==> src/rtl/fir_frame_buffer.sv <==
// Purpose: packs the FIR sample stream into FRAME_LEN-sample frames using a two-bank ping-pong buffer.
// Latency: the frame is presented the cycle after its last sample is written.
// Backpressure: the input has none; a sample arriving with no free bank is dropped and flagged in overflow.
module fir_frame_buffer #(
  parameter int DATA_W     = 16,
  parameter int FRAME_LEN  = 16,
  parameter int NUM_FRAMES = 64
) (
  input  logic                        clk,
  input  logic                        rst,
  input  logic                        fir_valid,
  input  logic [DATA_W-1:0]           fir_d,
  output logic                        frame_valid,
  output logic [DATA_W*FRAME_LEN-1:0] frame_data,
  input  logic                        frame_ready,
  output logic [$clog2(NUM_FRAMES)-1:0] frame_idx,
  output logic                        overflow,
  output logic                        done
);

  localparam int CNT_W  = $clog2(FRAME_LEN);
  localparam int FIDX_W = $clog2(NUM_FRAMES);

  // Two frame banks. Bank contents are never reset: a bank is only read while its full flag is set.
  logic [FRAME_LEN-1:0][DATA_W-1:0] bank_mem [2];

  logic [1:0]       full;
  logic [1:0]       full_nxt;
  logic             wr_bank;
  logic             rd_bank;
  logic [CNT_W-1:0] wr_cnt;

  logic hs;
  logic space;
  logic wr_en;
  logic drop;
  logic last_slot;

  // Handshake, space and write/drop decisions. A bank released this cycle counts as free, so the write wins.
  always_comb begin
    hs        = full[rd_bank] & frame_ready;
    space     = ~full[wr_bank] | (hs & (rd_bank == wr_bank));
    wr_en     = fir_valid & ~done & space;
    drop      = fir_valid & ~done & ~space;
    last_slot = (wr_cnt == CNT_W'(FRAME_LEN - 1));
    full_nxt  = full;
    if (hs) begin
      full_nxt[rd_bank] = 1'b0;
    end
    if (wr_en && last_slot) begin
      full_nxt[wr_bank] = 1'b1;
    end
  end

  // Sample storage: the slot write goes to the bank currently filling.
  always_ff @(posedge clk) begin
    if (wr_en) begin
      bank_mem[wr_bank][wr_cnt] <= fir_d;
    end
  end

  // Control state: full flags, bank pointers, fill count, frame index and the sticky flags.
  always_ff @(posedge clk or posedge rst) begin
    if (rst) begin
      full      <= 2'b00;
      wr_bank   <= 1'b0;
      rd_bank   <= 1'b0;
      wr_cnt    <= '0;
      frame_idx <= '0;
      overflow  <= 1'b0;
      done      <= 1'b0;
    end else begin
      full <= full_nxt;
      if (wr_en) begin
        wr_cnt <= wr_cnt + 1'b1;
        if (last_slot) begin
          wr_bank <= ~wr_bank;
        end
      end
      if (drop) begin
        overflow <= 1'b1;
      end
      if (hs) begin
        rd_bank   <= ~rd_bank;
        frame_idx <= frame_idx + 1'b1;
        if (frame_idx == FIDX_W'(NUM_FRAMES - 1)) begin
          done <= 1'b1;
        end
      end
    end
  end

  // Output mux: only registered state feeds the frame interface; data reads as zero when nothing is presented.
  always_comb begin
    frame_valid = full[rd_bank];
    frame_data  = '0;
    if (full[rd_bank]) begin
      frame_data = bank_mem[rd_bank];
    end
  end

endmodule

==> config.mk <==
export PLATFORM = sky130hd
export DESIGN_NAME = fir_frame_buffer
export DESIGN_NICKNAME = d
export VERILOG_FILES = /design/src/rtl/fir_frame_buffer.sv
export SDC_FILE = /design/constraint.sdc
export NUM_CORES = 1
export LEC_CHECK = 0
export BUFFER_PORTS_ARGS = -buffer_cell sky130_fd_sc_hd__buf_2
export CORE_ASPECT_RATIO = 0.9
export CORE_MARGIN = 1.5
export CORE_UTILIZATION = 55
export CTS_CLUSTER_DIAMETER = 50
export CTS_CLUSTER_SIZE = 40
export DETAILED_ROUTE_END_ITERATION = 7
export PLACE_DENSITY_LB_ADDON = 0.1
export SLEW_MARGIN = 20
export SYNTH_ARGS = -nofsm -noshare
export SYNTH_HDL_FRONTEND = slang
export SYNTH_SLANG_ARGS = --single-unit
==> constraint.sdc <==
create_clock -name clk -period 3.7 [get_ports clk]
set_input_delay 0.37 -clock clk [delete_from_list [all_inputs] [get_ports clk]]
set_output_delay 0.37 -clock clk [all_outputs]
set_load 0.01 [all_outputs]
==> results of run 1 <==
-- flip-flops by register name, summed over array words and instances, names as in the netlist --
register	count
done	1
frame_idx	6
wr_bank	1
wr_cnt	4
full	2
overflow	1
bank_mem	512
rd_bank	1
-- Yosys cell counts, drive strengths merged, types with 2 or more instances --
master    n
buf      57
clkbuf    4
dfrtp    16
edfxtp  512
ha        5
inv       7
mux2      2
mux2i   257
nand2    12
nand3     7
nand4     2
nor2    282
nor3     11
xnor2     6
xor2      3
-- power groups by stage --
stage | clock network (mW) | logic (mW) | registers [mW]
final | 4.90 | 3.46 | 7.23
after global routing | 5.20 | 3.75 | 7.27
after CTS | 4.99 | 3.50 | 7.23
after detailed placement | 0 | 3.49 | 7.37
after global placement | 0 | 3.47 | 7.36
after floorplan | 0 | 2.54 | 7.20
-- worst paths after layout --
path | startpoint | endpoint | slack [ns]
min | frame_ready | rd_bank | 0.15
max | rd_bank | frame_data[76] | 0.50
max reg2reg | rd_bank | done | 1.33
max in group asynchronous | rst | rd_bank | 2.68
min in group asynchronous | rst | done | 0.47
min reg2reg | overflow | overflow | 0.50
-- cell families after synthesis --
logic type                 after synthesis
DFF                                    528
buffers and inverters                   68
muxes                                  259
and+or+nand+nor                        320
AOI/OAI and AO/OA                        9
xor gates and xnor gates                 9
adders and majority gates                5
-- cell usage in the layout, fill, tap and decap left out, types with 8 or more instances in the layout --
cell,instances
buf_2,284
buf_4,35
clkbuf_16,44
clkinv_8,8
dfrtp_1,15
edfxtp_1,512
mux2i_1,256
nand2_1,12
nor2_1,282
nor3_2,11
-- worst max-delay path, stage by stage (launching register included) --
cell	delay (ns)
dfrtp_4	0.84
mux2i_4	0.41
buf_12	0.40
nor2_1	0.21
buf_2	0.20
-- per-layer routing --
metal  track usage  vias up  part of all wire
met5             0        -                 0
met4        0.0601        0             0.018
met3        0.0431       56             0.064
met2         0.369      348              0.48
met1         0.336     5483              0.44
li1              -     5044                 -
-- final cells by class --
cell class / instances / area, um^2
Antenna cell: 1 / 2.50
Clock buffer: 45 / 1100
Clock inverter: 34 / 459
Fill cell: 2570 / 12300
Inverter: 7 / 26.3
Multi-Input combinational cell: 602 / 4180
Sequential cell: 528 / 15800
Tap cell: 476 / 596
Timing Repair Buffer: 324 / 1770
-- per-stage QoR --
| step | hold slack (ns) | utilization | power [mW] | std cells |
|---|---|---|---|---|
| 2_1_floorplan | 0.284 | - | 9.74 | 1198 |
| 3_3_place_gp | 0.459 | 0.618 | 10.8 | 1936 |
| 3_5_place_dp | 0.494 | 0.618 | 10.9 | 1936 |
| 4_1_cts | 0.125 | 0.661 | 15.7 | 2016 |
| 5_1_grt | 0.157 | 0.661 | 16.2 | 2016 |
| 6_report | 0.149 | 0.661 | 15.6 | 2017 |
-- what timing repair did --
| item | in CTS | in global routing |
|---|---|---|
| hold endpoints to repair | 16 | 0 |
| hold buffers | 1 | 0 |
| resized for setup | 0 | 0 |
==> run metrics, run 1 <==
final WL 44.2 mm; Switching Power 4.65 mW; final setup margin 0.500 ns; DR iter-0 viols 949; critical setup path kind flip-flop to output port; critical path endpoint category output port; vias 10900; post-synthesis async set-or-reset flop share 0.0303; Peak supply drop 0.443 mV; worst path required time 3.33 ns; clock power share 0.314; worst-path maximum fanout 137; gate count of the mapped netlist 1198; status completed; setup TNS 0 ns; Clock transition at path regs 0.07 ns; GP Congestion 0.762; placed cell area 22300 um^2; Rows 66; RSZ-0062 raised after global routing no; total CTS buffers 43; sequential share of the synthesized area 0.780; Die Wd 205 um; fin crit period 3.20 ns; Yosys top cell area share 0.760; clock tree from TritonCTS built; Main synth FF type edfxtp_1; Rel. slew slack 0.403; DP HPWL 25.7 mm; largest net degree at the start of global routing 138; post-synth top area cell edfxtp_1; all-layer global routing usage 0.233; setup violators final 0; Layout Nets 1531; number of remaining DRC errors 0; number of routed nets with antenna violations 0; internal power 10.9 mW; H-Tree Depth 2; worst hold path cell count 2; post-CTS setup buffers 0; Mean Syn Cell Area 16.9 um^2; drt wl/cell 21.9 um; Die Span Y 185 um; IO Count 285; Clock Skew 0.0192 ns; gr ovfl total 0; vias in the first global route 10500; worst reg-to-reg path cell count 6; combinational share of power 0.222; Leak 10.2 nW; Worst-Margin Slew 0.896 ns; Synth Register Bits 528; clock buffer depth 3; final critical-path share of the clock period 0.865; antenna violations before repair 1; sequential power share 0.464; number of synthesized flops with an enable pin 512; starting density of the core 0.559; achievable frequency 0.312 GHz; area grow syn2layout 18.2%; die area 38000 um^2; ratio of cells with drive above 1 in the final layout 0.275; CP startpoint kind flip-flop; synthesized area 20200 um^2; top cells by area, synth edfxtp_1 76%, mux2i_1 13%, nor2_1 5.2%; compound-gate portion of the synthesized area 0.00458; Worst EP arrival 2.83 ns; Hold Violations, Final 0; proportion of synthesized area in mux cells 0.129; Final Max Tran Viols 0; xor and xnor area share after synthesis 0.00390; # port buffers 284; DP Worst Slack 1.14 ns; largest family of logic cells by synthesized area multiplexers; Yosys cell types 37; clock sink count 528; clk_lat worst skew 0.56 ns; Core Region 36200 um^2; post-synth net total 1223; HP Class primary input to flip-flop; adder-cell share of the synthesized area 0.00309; Layout Cell Area excl Fill 23900 um^2; Yosys warning count 0; pwr dens 651 nW/um^2; global-route wire length before repair 64.6 mm; Sw Ratio 0.298; Vias/cell 5.42; max-cap violation count 0; clk root buf clkbuf_16; drt pass-1 iters 5; simple-gate share of the synthesized area 0.0632
Note: power is estimated with default switching activity, not from simulation.
==> run 2: changes to the inputs <==
--- a/config.mk
+++ b/config.mk
@@ -12,6 +12,7 @@
 export CTS_CLUSTER_DIAMETER = 50
 export CTS_CLUSTER_SIZE = 40
 export DETAILED_ROUTE_END_ITERATION = 7
+export GPL_TIMING_DRIVEN = 0
 export PLACE_DENSITY_LB_ADDON = 0.1
 export SLEW_MARGIN = 20
 export SYNTH_ARGS = -nofsm -noshare
==> run metrics, run 2 (synthesized netlist as in run 1, its figures left out) <==
Power Total 15.5 mW; worst-path maximum fanout 10; Global Route met1 Usage 0.341; vias in the first global route 10200; worst path required time 3.33 ns; post-route insts no fill 2055; Most flops, register bank_mem; Worst-Margin Slew 0.918 ns; Clock transition at path regs 0.07 ns; status completed; final setup margin 0.907 ns; Clock Skew 0.0225 ns; reg2reg end bank_mem[1][85]; worst setup path endpoint frame_data[138]; Layout Cell Area excl Fill 24000 um^2; max reg flops 512; RSZ-0062 raised after global routing no; Die Wd 205 um; clk_lat worst skew 0.56 ns; filler instances 2535; vias 11000; Peak supply drop 0.394 mV; clock tree from TritonCTS built; number of routed nets with antenna violations 0; Rel. slew slack 0.387; largest net degree at the start of global routing 33; final WL 45.2 mm; PostCTS Resize Cnt 0; r2r setup slk 1.18 ns; number of remaining DRC errors 0; Layout Nets 1571; # port buffers 284; post-CTS setup buffers 0; DP Worst Slack 1.12 ns; utilization after layout 0.662; biggest regs bank_mem: 512 flops, frame_idx: 6 flops, wr_cnt: 4 flops; critical path endpoint category output port; Die Span Y 185 um; GRT busiest layer met2; pwr dens 647 nW/um^2; worst setup path start rd_bank; global-route wire length before repair 63.9 mm; IO Count 285; DR iter-0 viols 749; GP Congestion 0.781; Core Region 36200 um^2; setup violators final 0; Hold Violations, Final 0; placed cell area 22500 um^2; routing usage on met3 0.0362; DP HPWL 27.7 mm; HP Class primary input to flip-flop; clock buffer depth 3; R2R Path Start done; all-layer global routing usage 0.237; CP startpoint kind flip-flop; dpl cells 1978; most frequent cells in the layout 512 x edfxtp_1, 339 x buf_2, 261 x nor2_1, 256 x mux2i_1, 42 x clkbuf_16; starting density of the core 0.559; fin crit period 2.79 ns; worst reg-to-reg path cell count 5; Rows 66; drt wl/cell 22.0 um; Worst EP arrival 2.42 ns; Final Max Tran Viols 0; final critical-path share of the clock period 0.755; critical setup path kind flip-flop to output port; H-Tree Depth 2; Vias/cell 5.37; ratio of cells with drive above 1 in the final layout 0.302; area grow syn2layout 18.4%; achievable frequency 0.358 GHz; gr ovfl total 0; antenna violations before repair 3; clk root buf clkbuf_16; max-cap violation count 0; Leak 10.2 nW; drt pass-1 iters 5; total CTS buffers 41; clock sink count 528; die area 38000 um^2; met2 usage 0.380; commonest non-fill, non-tap cell in the layout edfxtp_1
-- run 2: cell types whose count changed in the layout (fill, tap and decap cells not counted), sizes merged --
cell,before,now
bufinv,4,2
clkinv,16,14
diode,1,2
clkbuf,45,47
clkinvlp,3,2
buf,323,361
inv,18,20
-- run 2: final cells by class --
type,instances,area (um^2),share of cell area
diodes,2,5.00,0.000209
plain buffers,61,313,0.0131
clock buffers,43,1050,0.0440
clock inverters,31,359,0.0150
inverters,7,26.3,0.00110
multi-input cells,602,4230,0.176
flip-flops and latches,528,15800,0.658
well taps,476,596,0.0249
repair buffers,305,1600,0.0668
-- run 2: worst min path at each step --
stage | startpoint | to | slack [ns] | depth (start not counted)
final | frame_ready | rd_bank | 0.10 | 2
after floorplan | rst | done | 0.28 | 1
after detailed placement | overflow | overflow | 0.47 | 1
after global placement | overflow | overflow | 0.46 | 1
after CTS | frame_ready | rd_bank | 0.08 | 2
after global routing | frame_ready | rd_bank | 0.10 | 2
-- run 2: what timing repair did --
action	in CTS	in global routing
setup endpoints to repair	0	0
hold buffers	1	0
endpoints found under the hold margin	16	0
-- run 2: layer usage --
| layer | routed length [um] | vias up |
|---|---|---|
| met5 | 0 | - |
| met4 | 1030 | 0 |
| met3 | 2760 | 62 |
| met2 | 21500 | 345 |
| met1 | 19800 | 5499 |
| li1 | - | 5129 |
-- run 2: stage by stage --
step | TNS [ns] | hold slack, ns
2_1_floorplan | 0 | 0.284
3_3_place_gp | -0.953 | 0.458
3_5_place_dp | 0 | 0.468
4_1_cts | 0 | 0.0837
5_1_grt | 0 | 0.105
6_report | 0 | 0.102
-- run 2: critical path, cell delays in order, from the launching register on --
cell	delay [ns]
dfrtp_1	0.34
buf_6	0.15
mux2i_4	0.38
buf_2	0.40
buf_2	0.30
nor2_1	0.12
buf_2	0.15
-- run 2: report_power, final --
group          internal, mW  switching [mW]  total, mW  leakage [nW]
logic                  1.43            2.40       3.83          4.71
registers              6.97           0.112       7.08          4.81
clock network          2.34            2.23       4.58         0.688
total                  10.7            4.74       15.5          10.2
==> run 3: changes to the inputs <==
==> constraint.sdc (replaced) <==
create_clock -name clk -period 2.66 [get_ports clk]
set_input_delay 0.266 -clock clk [delete_from_list [all_inputs] [get_ports clk]]
set_output_delay 0.266 -clock clk [all_outputs]
set_load 0.01 [all_outputs]
==> run metrics, run 3 (synthesized netlist as in run 1, its figures left out) <==
status completed; CP startpoint kind flip-flop; highest metal used met4; max reg flops 512; worst setup path start rd_bank; clock sink count 528; R2R Path Start wr_cnt[3]; Core Region 36200 um^2; Worst-Margin Slew 0.923 ns; Hold Violations, Final 0; Worst EP arrival 2.32 ns; Layout Nets 1567; Clock Skew 0.0136 ns; worst-path maximum fanout 10; vias in the first global route 10400; RSZ-0062 raised after global routing yes; Vias/cell 5.31; all-layer global routing usage 0.239; dpl cells 1974; pwr dens 898 nW/um^2; vias 10900; critical setup path kind flip-flop to output port; final critical-path share of the clock period 0.971; Final Max Tran Viols 0; DP Worst Slack 0.145 ns; HP Class primary input to flip-flop; Switching Power 6.44 mW; most frequent cells in the layout 512 x edfxtp_1, 332 x buf_2, 261 x nor2_1, 256 x mux2i_1, 41 x clkbuf_16; Sw Ratio 0.300; GP Congestion 0.786; die area 38000 um^2; DR iter-0 viols 984; critical path endpoint category output port; IO Count 285; gr ovfl total 0; # port buffers 284; critical path, cell by cell buf_6, mux2i_4, buf_4, buf_2, nor2_1, buf_2; combinational share of power 0.249; clock tree from TritonCTS built; Rows 66; setup violators final 0; global-route wire length before repair 64.9 mm; clock power share 0.292; setup TNS 0 ns; internal power 15.0 mW; met3 routed WL 3.07 mm; final WL 45.5 mm; DP HPWL 28.1 mm; achievable frequency 0.387 GHz; clk root buf clkbuf_16; wl on met1 20.1 mm; commonest non-fill, non-tap cell in the layout edfxtp_1; routed wl met2 21.6 mm; largest stage delay on the critical path 0.40 ns; Power Total 21.5 mW; max-cap violation count 0; Die Span Y 185 um; number of routed nets with antenna violations 0; ratio of cells with drive above 1 in the final layout 0.301; biggest regs bank_mem: 512 flops, frame_idx: 6 flops, wr_cnt: 4 flops; clock buffer depth 3; number of remaining DRC errors 0; sequential power share 0.459; total CTS buffers 40; area grow syn2layout 18.3%; Die Wd 205 um; starting density of the core 0.559; drt pass-1 iters 5; CP most frequent cell buf_2; Most flops, register bank_mem; Rel. slew slack 0.384; Clock transition at path regs 0.07 ns; H-Tree Depth 2; post-route insts no fill 2051; clk_lat worst skew 0.54 ns; final setup margin 0.0770 ns; drt wl/cell 22.2 um; worst path required time 2.39 ns; largest net degree at the start of global routing 33; worst hold start frame_ready; antenna violations before repair 2; final hold slack 0.0464 ns; Leak 10.2 nW; worst-path cell with the longest stage delay mux2i_4; fin crit period 2.58 ns; Peak supply drop 0.528 mV
==> run 3: cell count changes in the layout (fill, tap and decap cells not counted), moves of 2 or more <==
cell | before | now
buf_2 | 339 | 332
clkbuf_4 | 1 | 6
clkinv_8 | 5 | 0
clkbuf_8 | 0 | 3
buf_4 | 16 | 14
clkinvlp_4 | 2 | 4
==> run 3: per-layer routing <==
metal / GRT usage / up-vias
li1: - / 5107
met1: 0.349 / 5363
met2: 0.386 / 371
met3: 0.0331 / 56
met4: 0.0552 / 0
met5: 0 / -
==> run 3: path summary, 6_finish.rpt <==
kind | depth (start not counted) | to | slack, ns
setup reg to reg | 3 | bank_mem[0][179] | 0.16
setup / recovery | 6 | frame_data[32] | 0.08
hold / removal | 2 | rd_bank | 0.05
max in group asynchronous | 3 | wr_cnt[0] | 1.83
min in group asynchronous | 3 | wr_bank | 0.40
hold reg to reg | 1 | overflow | 0.48
==> run 3: cell type report <==
class                   count  area, um^2
plain buffers              61         334
multi-input cells         602        4230
well taps                 476         596
inverters                   7        26.3
fillers                  2586       12200
flip-flops and latches    528       15800
repair buffers            302        1580
diodes                      2        5.00
clock inverters            27         307
clock buffers              46        1070
==> run 3: worst max-delay path, delay by kind of cell, from the launching register on <==
family	cells	cell delay [ns]
AND/OR/NAND/NOR	1	0.13
multiplexers	1	0.40
buffers and inverters	4	0.88
flip-flops	1	0.36
==> run 3: power by group through the flow <==
stage	Combinational (mW)	Sequential, mW	Clock (mW)
after floorplan	3.54	10.0	0
after global placement	5.22	10.0	0
after detailed placement	5.39	10.0	0
after CTS	5.41	9.86	6.35
after global routing	5.79	9.90	6.63
final	5.35	9.85	6.28
==> run 3: per-stage QoR <==
step                      cell area, um^2  utilization
final                               23900        0.662
after CTS                           23900        0.661
after global placement              22300        0.615
after floorplan                     20200            -
after detailed placement            22500        0.622
after global routing                23900        0.661
==> run 3: timing repair <==
action / in CTS / in global routing
hold endpoints to repair: 16 / 0
setup endpoints to repair: 91 / 35
resized for setup: 2 / 6
hold buffers: 1 / 0
pin swaps: 0 / 1
buffers inserted: 0 / 1
